--- src/rtl/sta_lta_detector.sv ---
// STA/LTA event detector.
// Keeps running short- and long-window sums from the delay-buffer taps and compares
// the two averages against on/off ratio thresholds. A trigger FSM with hold-off turns
// threshold crossings into events, and each completed event goes to the logger over a
// valid/ack handshake.
// Pipeline: taps -> sums (1 clk) -> products (2 clk) -> state/triggerPulse (3 clk).
module sta_lta_detector #(
  parameter int          SHORT_N   = 16,
  parameter int          LONG_N    = 32,
  parameter int          SUM_W     = 21,
  parameter logic [7:0]  ON_RATIO  = 8'h30,
  parameter logic [7:0]  OFF_RATIO = 8'h18,
  parameter int          MIN_LEVEL = 256,
  parameter int          HOLDOFF   = 64,
  parameter int          MAX_EVENT = 4096
) (
  input  logic             clock,
  input  logic             reset,
  input  logic [15:0]      firstShort,
  input  logic [15:0]      lastShort,
  input  logic [15:0]      firstLong,
  input  logic [15:0]      lastLong,
  input  logic             initDone,
  output logic             triggerPulse,
  output logic             active,
  output logic             eventValid,
  input  logic             eventAck,
  output logic [31:0]      eventTime,
  output logic [15:0]      eventLength,
  output logic [SUM_W-1:0] eventPeak,
  output logic             overflow
);
  // Product width: all scale factors fit in 16 bits, so no truncation is needed.
  localparam int PW    = SUM_W + 16;
  localparam int STA_K = LONG_N * 16;
  localparam int ON_K  = SHORT_N * int'(ON_RATIO);
  localparam int OFF_K = SHORT_N * int'(OFF_RATIO);

  typedef enum logic [1:0] {IDLE, ARMED, ACTIVE, HOLD} state_t;

  state_t           state;
  logic [SUM_W-1:0] shortSum, longSum, shortSum_d, peak, peakNext;
  logic [31:0]      sampleCount, curTime;
  logic [PW-1:0]    staP, ltaOn, ltaOff;
  logic [15:0]      len, hcnt;
  logic             onCond, offCond;

  // Stage 1: running window sums (mod 2^SUM_W) and free-running sample counter.
  always_ff @(posedge clock or negedge reset) begin
    if (!reset) begin
      shortSum    <= '0;
      longSum     <= '0;
      sampleCount <= '0;
    end else begin
      shortSum    <= shortSum + SUM_W'(firstShort) - SUM_W'(lastShort);
      longSum     <= longSum + SUM_W'(firstLong) - SUM_W'(lastLong);
      sampleCount <= sampleCount + 32'd1;
    end
  end

  // Stage 2: cross-multiplied ratio terms so the compare needs no divider.
  // STA/LTA > R  <=>  shortSum*LONG_N*16 > longSum*SHORT_N*R  (R in Q4.4).
  always_ff @(posedge clock or negedge reset) begin
    if (!reset) begin
      staP       <= '0;
      ltaOn      <= '0;
      ltaOff     <= '0;
      shortSum_d <= '0;
    end else begin
      staP       <= PW'(shortSum) * PW'(STA_K);
      ltaOn      <= PW'(longSum) * PW'(ON_K);
      ltaOff     <= PW'(longSum) * PW'(OFF_K);
      shortSum_d <= shortSum;
    end
  end

  assign onCond   = (staP > ltaOn) && (shortSum_d >= SUM_W'(MIN_LEVEL));
  assign offCond  = staP < ltaOff;
  assign peakNext = (shortSum_d > peak) ? shortSum_d : peak;

  // Stage 3: trigger FSM plus the event record handshake.
  always_ff @(posedge clock or negedge reset) begin
    if (!reset) begin
      state        <= IDLE;
      triggerPulse <= 1'b0;
      active       <= 1'b0;
      eventValid   <= 1'b0;
      eventTime    <= '0;
      eventLength  <= '0;
      eventPeak    <= '0;
      overflow     <= 1'b0;
      curTime      <= '0;
      len          <= '0;
      hcnt         <= '0;
      peak         <= '0;
    end else begin
      triggerPulse <= 1'b0;
      // An ack retires the record; a record issued this same clock overrides below.
      if (eventValid && eventAck) eventValid <= 1'b0;
      if (!initDone) begin
        // Buffer not valid: drop any event in flight without a record.
        state  <= IDLE;
        active <= 1'b0;
      end else begin
        case (state)
          IDLE: state <= ARMED;
          ARMED: if (onCond) begin
            state        <= ACTIVE;
            active       <= 1'b1;
            triggerPulse <= 1'b1;
            curTime      <= sampleCount;
            len          <= '0;
            peak         <= shortSum_d;
          end
          ACTIVE: begin
            len  <= (len == 16'hFFFF) ? len : len + 16'd1;
            peak <= peakNext;
            if (offCond || len == 16'(MAX_EVENT - 1)) begin
              state  <= HOLD;
              active <= 1'b0;
              hcnt   <= '0;
              if (!eventValid || eventAck) begin
                eventValid  <= 1'b1;
                eventTime   <= curTime;
                eventLength <= len;
                eventPeak   <= peakNext;
              end else begin
                // Logger still holds the previous record: keep it, flag the loss.
                overflow <= 1'b1;
              end
            end
          end
          HOLD: begin
            if (hcnt == 16'(HOLDOFF - 1)) state <= ARMED;
            else hcnt <= hcnt + 16'd1;
          end
          default: state <= IDLE;
        endcase
      end
    end
  end
endmodule

--- config.mk ---
export PLATFORM = sky130hd
export DESIGN_NAME = sta_lta_detector
export DESIGN_NICKNAME = d
export VERILOG_FILES = /design/src/rtl/sta_lta_detector.sv
export SDC_FILE = /design/constraint.sdc
export NUM_CORES = 1
export LEC_CHECK = 0
export CAP_MARGIN = 20
export CORE_MARGIN = 2
export CORE_UTILIZATION = 59
export CTS_CLUSTER_SIZE = 40
export DETAILED_ROUTE_END_ITERATION = 10
export PLACE_DENSITY = 0.81
export SYNTH_ARGS = -nofsm -noshare
export SYNTH_HDL_FRONTEND = slang
export SYNTH_SLANG_ARGS = --single-unit
--- constraint.sdc ---
create_clock -name clock -period 4.4 [get_ports clock]
set_clock_uncertainty 0.15 [all_clocks]
set_input_delay 0.66 -clock clock [delete_from_list [all_inputs] [get_ports clock]]
set_output_delay 0.66 -clock clock [all_outputs]
set_load 0.005 [all_outputs]
==> results.md <==
* Status: finished, violations left
* Violated checks: design-rule violations
* Clk buf depth at 3
* Routed vias/inst at 5.680
* Fmax at 253.4 MHz
* Synth-to-Final Area Change at 18.14%
* Mapped Area at 15720 µm²
* Total GRT Usage at 23.49%
* Most common flop cell mapped by yosys: dfrtp_1
* GR Overflow Total at 0
* WP data arrival at 4.25 ns
* Port Buffers at 140
* Clk sinks at 278
* Post-synth top area share at 44.26%
* Drt first pass iters at 10
* Crit path capture type: flop
* Fin Hold WS at 0.04472 ns
* Leakage at 9.151 nW
* DP Area at 17550 µm²
* NumNets Final at 1865
* Antenna violations before repair at 0
* Post-synth ARST share at 100.0%
* Initial DRC Count at 675
* Layout Utilization at 71.06%
* Antenna Violating Nets Remaining at 0
* Hold WC Path Type: input pin to async pin
* Initial Util at 60.15%
* Post-CTS setup buffer count at 0
* Cells after Synth at 1475
* Clk pin slew, worst setup/hold paths at 0.06 ns
* Sequential area share after synthesis at 44.26%
* Cells resized by post-CTS repair at 0
* Maximum vdd drop at 0.0003719 V
* Worst slew margin at 38.92%
* Unique masters post-synth at 73
* Routed wire length at 32.13 mm
* Die area at 27960 µm²
* Critical path type: input pin to flop
* #FFs+latches synth at 278
* Setup ws final at 0.4538 ns
* Multi-input gate area at 7884 µm²
* Top cell type by total area after synthesis: dfrtp_1
* Antenna cells at 0
* Vias in the first global route at 11470
* Crit share post-route at 89.69%
* Hold buffers post-CTS at 0
* CTS Buf Count at 29
* Wirelength per Cell at 16.15 µm
* EDFF count, synth at 0
* Worst-skew pair later-pin latency at 0.55 ns
* PwrDens at 763.1 nW/µm²
* Final slew viol count at 0
* First-pass GRT wire length at 54.83 mm
* Critical-path maximum fanout at 2
* Share of layout cells above drive strength 1 at 10.88%
* Yosys warns at 0
* CTS tree: yes
* CTS Root Cell: clkbuf_16
* Syn nets at 1709
* Die W at 167.2 µm
* Residual DRC count at 9
* Fin area at 18570 µm²
* Final min period at 3.946 ns
* Core area at 26130 µm²
* Avg Cell Area, Syn at 10.66 µm²
* CP Launch Type: input pin
* Filler cell count at 1821
* Max-cap violations at 0
* Largest net degree at the start of global routing at 122
* Final Hold Viols at 0
* Final HPWL DP at 23.40 mm
* CTS H-tree depth at 1
* # setup viols final at 0
* Vias at 11300
* Worst Path Required at 4.71 ns
* Least-Margin Pin Slew at 0.9162 ns
* FF+latch area at 6957 µm²
* Pre-CTS setup slack at -0.06912 ns
* RSZ-0062 raised after global routing: no
* I/O pin count at 141
* Routability Congestion at 0.9166
* Die Y at 167.2 µm
* Synth top area cells: dfrtp_1 44%, ha_1 11%, mux2_2 7.1%, inv_1 4.9%, fa_1 4.2%
* Row Count at 59
* Setup TNS at 0 ns
[logic make-up (layout without fill, tap and decap cells)]
| group | after synthesis | after routing | synth area share (%) |
|---|---|---|---|
| flops | 278 | 278 | 44.26 |
| compound gates | 306 | 306 | 12.96 |
| simple gates | 293 | 293 | 9.417 |
| fa+ha+maj | 166 | 166 | 14.79 |
| buf+inv | 232 | 411 | 5.691 |
| mux | 120 | 120 | 8.430 |
| xor+xnor | 80 | 80 | 4.458 |
[synth_stat cells (all sizes together) (4+ instances only)]
library cell,number
dfrtp,278
inv,204
ha,133
mux2,99
nor2,84
a21oi,81
xnor2,60
o21ai,59
a21o,48
nand3,45
nand2,44
fa,33
and3,24
nand4,24
mux2i,21
xor2,20
o21a,18
buf,17
nor3,16
nor2b,12
clkbuf,11
o31ai,11
a31oi,10
nor4,9
o211ai,9
o21bai,8
o22a,8
a211oi,7
or2,7
and2,6
or3,6
nand2b,5
a21boi,4
and4,4
o41ai,4
[final timing paths]
| kind | start | to | slack (ns) | depth (start not counted) |
|---|---|---|---|---|
| max | firstShort[1] | shortSum[20] | 0.45 | 13 |
| min | reset | eventLength[2] | 0.04 | 1 |
| max reg2reg | shortSum[1] | shortSum[20] | 0.76 | 12 |
| min reg2reg | shortSum[9] | staP[18] | 0.23 | 0 |
| max in group asynchronous | reset | longSum[5] | 3.12 | 2 |
| min in group clock | shortSum[9] | staP[18] | 0.23 | 0 |
[power by group]
part,switching [mW],internal [mW],total (mW)
Clock,0.987,1.55,2.54
Combinational,3.82,3.57,7.40
Sequential,0.794,3.44,4.24
[cell type report]
cell class / count / area share (%)
flip-flops and latches: 278 / 37.46
repair buffers: 153 / 8.233
multi-input cells: 965 / 42.45
clock buffers: 43 / 4.730
inverters: 204 / 4.123
well taps: 335 / 2.257
clock inverters: 11 / 0.7411
[stage by stage]
| stage | power (mW) | cells |
|---|---|---|
| after floorplan | 9.495 | 1475 |
| final | 14.17 | 1989 |
| after CTS | 14.20 | 1989 |
| after global placement | 11.23 | 1935 |
| after global routing | 15.30 | 1989 |
| after detailed placement | 11.56 | 1935 |
[worst max-delay path: stages]
cell and delay (ns):
clkdlybuf4s50_1 0.46, inv_1 0.06, fa_1 0.53, inv_1 0.08
fa_1 0.45, a211oi_1 0.34, o21ai_1 0.15, a31o_1 0.22
o41a_1 0.34, a221o_1 0.33, a221o_1 0.34, a21oi_2 0.16
xnor2_1 0.14
[sequential cells by signal (all words and copies together) (netlist names)]
name          cells
shortSum         21
state             2
sampleCount      32
ltaOff           23
peak             21
eventLength      16
staP             21
overflow          1
active            1
triggerPulse      1
hcnt             16
len              16
curTime          32
eventValid        1
eventTime        32
eventPeak        21
longSum          21
[cell usage in the layout, fill, tap and decap left out, drive strengths merged, types with 10 or more instances in the layout]
cell type        n
nand2           44
mux2            99
buf             14
nor2            84
fa              33
a31oi           10
clkbuf          43
xnor2           60
ha             133
nor2b           12
mux2i           21
a21oi           81
nand3           45
a21o            48
dfrtp          278
inv            205
o31ai           11
o21ai           59
and3            24
nor3            16
nand4           24
clkdlybuf4s50  139
o21a            18
xor2            20
[routing by layer]
layer / track usage (%) / up-vias / share of wire (%)
met5: 0 / - / 0
met1: 31.42 / 5488 / 45
met4: 7.637 / 0 / 2.8
li1: - / 5448 / -
met3: 2.718 / 73 / 4.2
met2: 40.34 / 288 / 48
(Power assumes the default switching activity.)
==> edit, RTL diff (same flow settings) <==
Make the reset (`reset`) synchronous in 3 clocked blocks.
--- a/src/rtl/sta_lta_detector.sv
+++ b/src/rtl/sta_lta_detector.sv
@@ -46,7 +46,7 @@
   logic             onCond, offCond;
 
   // Stage 1: running window sums (mod 2^SUM_W) and free-running sample counter.
-  always_ff @(posedge clock or negedge reset) begin
+  always_ff @(posedge clock) begin
     if (!reset) begin
       shortSum    <= '0;
       longSum     <= '0;
@@ -60,7 +60,7 @@
 
   // Stage 2: cross-multiplied ratio terms so the compare needs no divider.
   // STA/LTA > R  <=>  shortSum*LONG_N*16 > longSum*SHORT_N*R  (R in Q4.4).
-  always_ff @(posedge clock or negedge reset) begin
+  always_ff @(posedge clock) begin
     if (!reset) begin
       staP       <= '0;
       ltaOn      <= '0;
@@ -79,7 +79,7 @@
   assign peakNext = (shortSum_d > peak) ? shortSum_d : peak;
 
   // Stage 3: trigger FSM plus the event record handshake.
-  always_ff @(posedge clock or negedge reset) begin
+  always_ff @(posedge clock) begin
     if (!reset) begin
       state        <= IDLE;
       triggerPulse <= 1'b0;
Function: differs if reset is asserted again (counterexample within 4 cycles, from zero or initial values and one cycle with reset low); with reset held inactive, the same outputs for 4 cycles.
==> edit against the original RTL <==
Combinational power is 39% lower. Fmax up 5.5%. Via count is 12% higher. Cell area fell by 3.4%. Sequential cell count is the same. Setup slack improved by 210 ps. Register-to-register slack gained 120 ps. Global-route usage grew 0.27 points. Routed wire length is 2.4% higher. Sequential share of layout area down 6.4 points. Power fell by 30%. Area after synthesis is 2.4% lower. First-iteration DRC count rose by 19%. Highest routed layer unchanged.
==> edit: results (changes against the original RTL) <==
| Metric | Value |
|---|---|
| Layout net count | 2,164 (+16%) |
| Vias | 12.6k (+12%) |
| Reg2reg start | longSum[1]$_SDFF_PN0_ |
| Crit Reg-Reg Endpoint | longSum[17]$_SDFF_PN0_ |
| First-pass GRT wire length | 54,300 um (-0.97%) |
| Avg Cell Area, Syn | 8.43 um^2 (-21%) |
| Status | complete, no violations |
| Setup WS pre-CTS | 97.3 ps (+166 ps) |
| Met1 usage | 31.4% (-0.048 points) |
| Final non-filler cell total | 2,284 (+15%) |
| Synth Area in Compound Gates | 14.1% (+1.1 points) |
| Met2 usage | 41.1% (+0.74 points) |
| Met1 wire length | 15,100 um (+5.1%) |
| Share of layout cells above drive strength 1 | 4.82% (-6.1 points) |
| Synth cell count leaders | dfxtp_1, nand2_1, inv_1 |
| Largest net degree at the start of global routing | 93 (-24%) |
| DRT iter0 DRCs | 803 (+19%) |
| Crit path to | shortSum[20]$_SDFF_PN0_ |
| Drt pass-1 iters | 5 (-5) |
| Sw frac | 37.4% (-2.2 points) |
| Vias in the first global route | 11.9k (+3.8%) |
| Post-Synth XOR/XNOR Area | 4.40% (-0.061 points) |
| Synthesized-area fraction occupied by adder cells | 15.2% (+0.45 points) |
| Dpl hpwl | 23,700 um (+1.2%) |
| Area contributors post-synth | dfxtp_1, ha_1, nand2_1 |
| Sequential fraction of the synthesis area | 36.3% (-8.0 points) |
| Met3 Resource Use GR | 2.72% (+0.0042 points) |
-- edit: logic make-up after synthesis --
family,Yosys count
AO/OA/AOI/OAI,348
flip-flops,278
AND/OR/NAND/NOR,604
XOR/XNOR,77
buffers and inverters,269
adder cells (fa/ha/maj),167
multiplexers,76
-- edit: worst register-to-register path: cells and delay by family, from the launching register on --
| family | cells | cell delay [ps] |
|---|---|---|
| adder cells (fa/ha/maj) | 2 | 800 |
| AND/OR/NAND/NOR | 2 | 270 |
| buffers and inverters | 2 | 170 |
| AO/OA/AOI/OAI | 5 | 1530 |
| XOR/XNOR | 1 | 140 |
| flip-flops | 1 | 350 |
-- edit: final cells by class --
class | instances | area (um^2) | share of cell area (%)
Tap cell | 335 | 419 | 2.34
Clock inverter | 11 | 134 | 0.746
Timing Repair Buffer | 151 | 1490 | 8.33
Multi-Input combinational cell | 1272 | 8770 | 48.9
Clock buffer | 40 | 807 | 4.50
Inverter | 197 | 744 | 4.15
Sequential cell | 278 | 5570 | 31.0
-- edit: worst min-delay path by stage --
stage	slack, ps	startpoint	to
after global routing	310	curTime[18]$_SDFFE_PN0P_	eventTime[18]$_SDFFE_PN0P_
after CTS	300	eventLength[13]$_SDFFE_PN0P_	eventLength[13]$_SDFFE_PN0P_
after floorplan	270	shortSum[0]$_SDFF_PN0_	staP[9]$_SDFF_PN0_
after detailed placement	300	eventLength[13]$_SDFFE_PN0P_	eventLength[13]$_SDFFE_PN0P_
after global placement	290	sampleCount[0]$_SDFF_PN0_	sampleCount[0]$_SDFF_PN0_
final	300	eventLength[13]$_SDFFE_PN0P_	eventLength[13]$_SDFFE_PN0P_
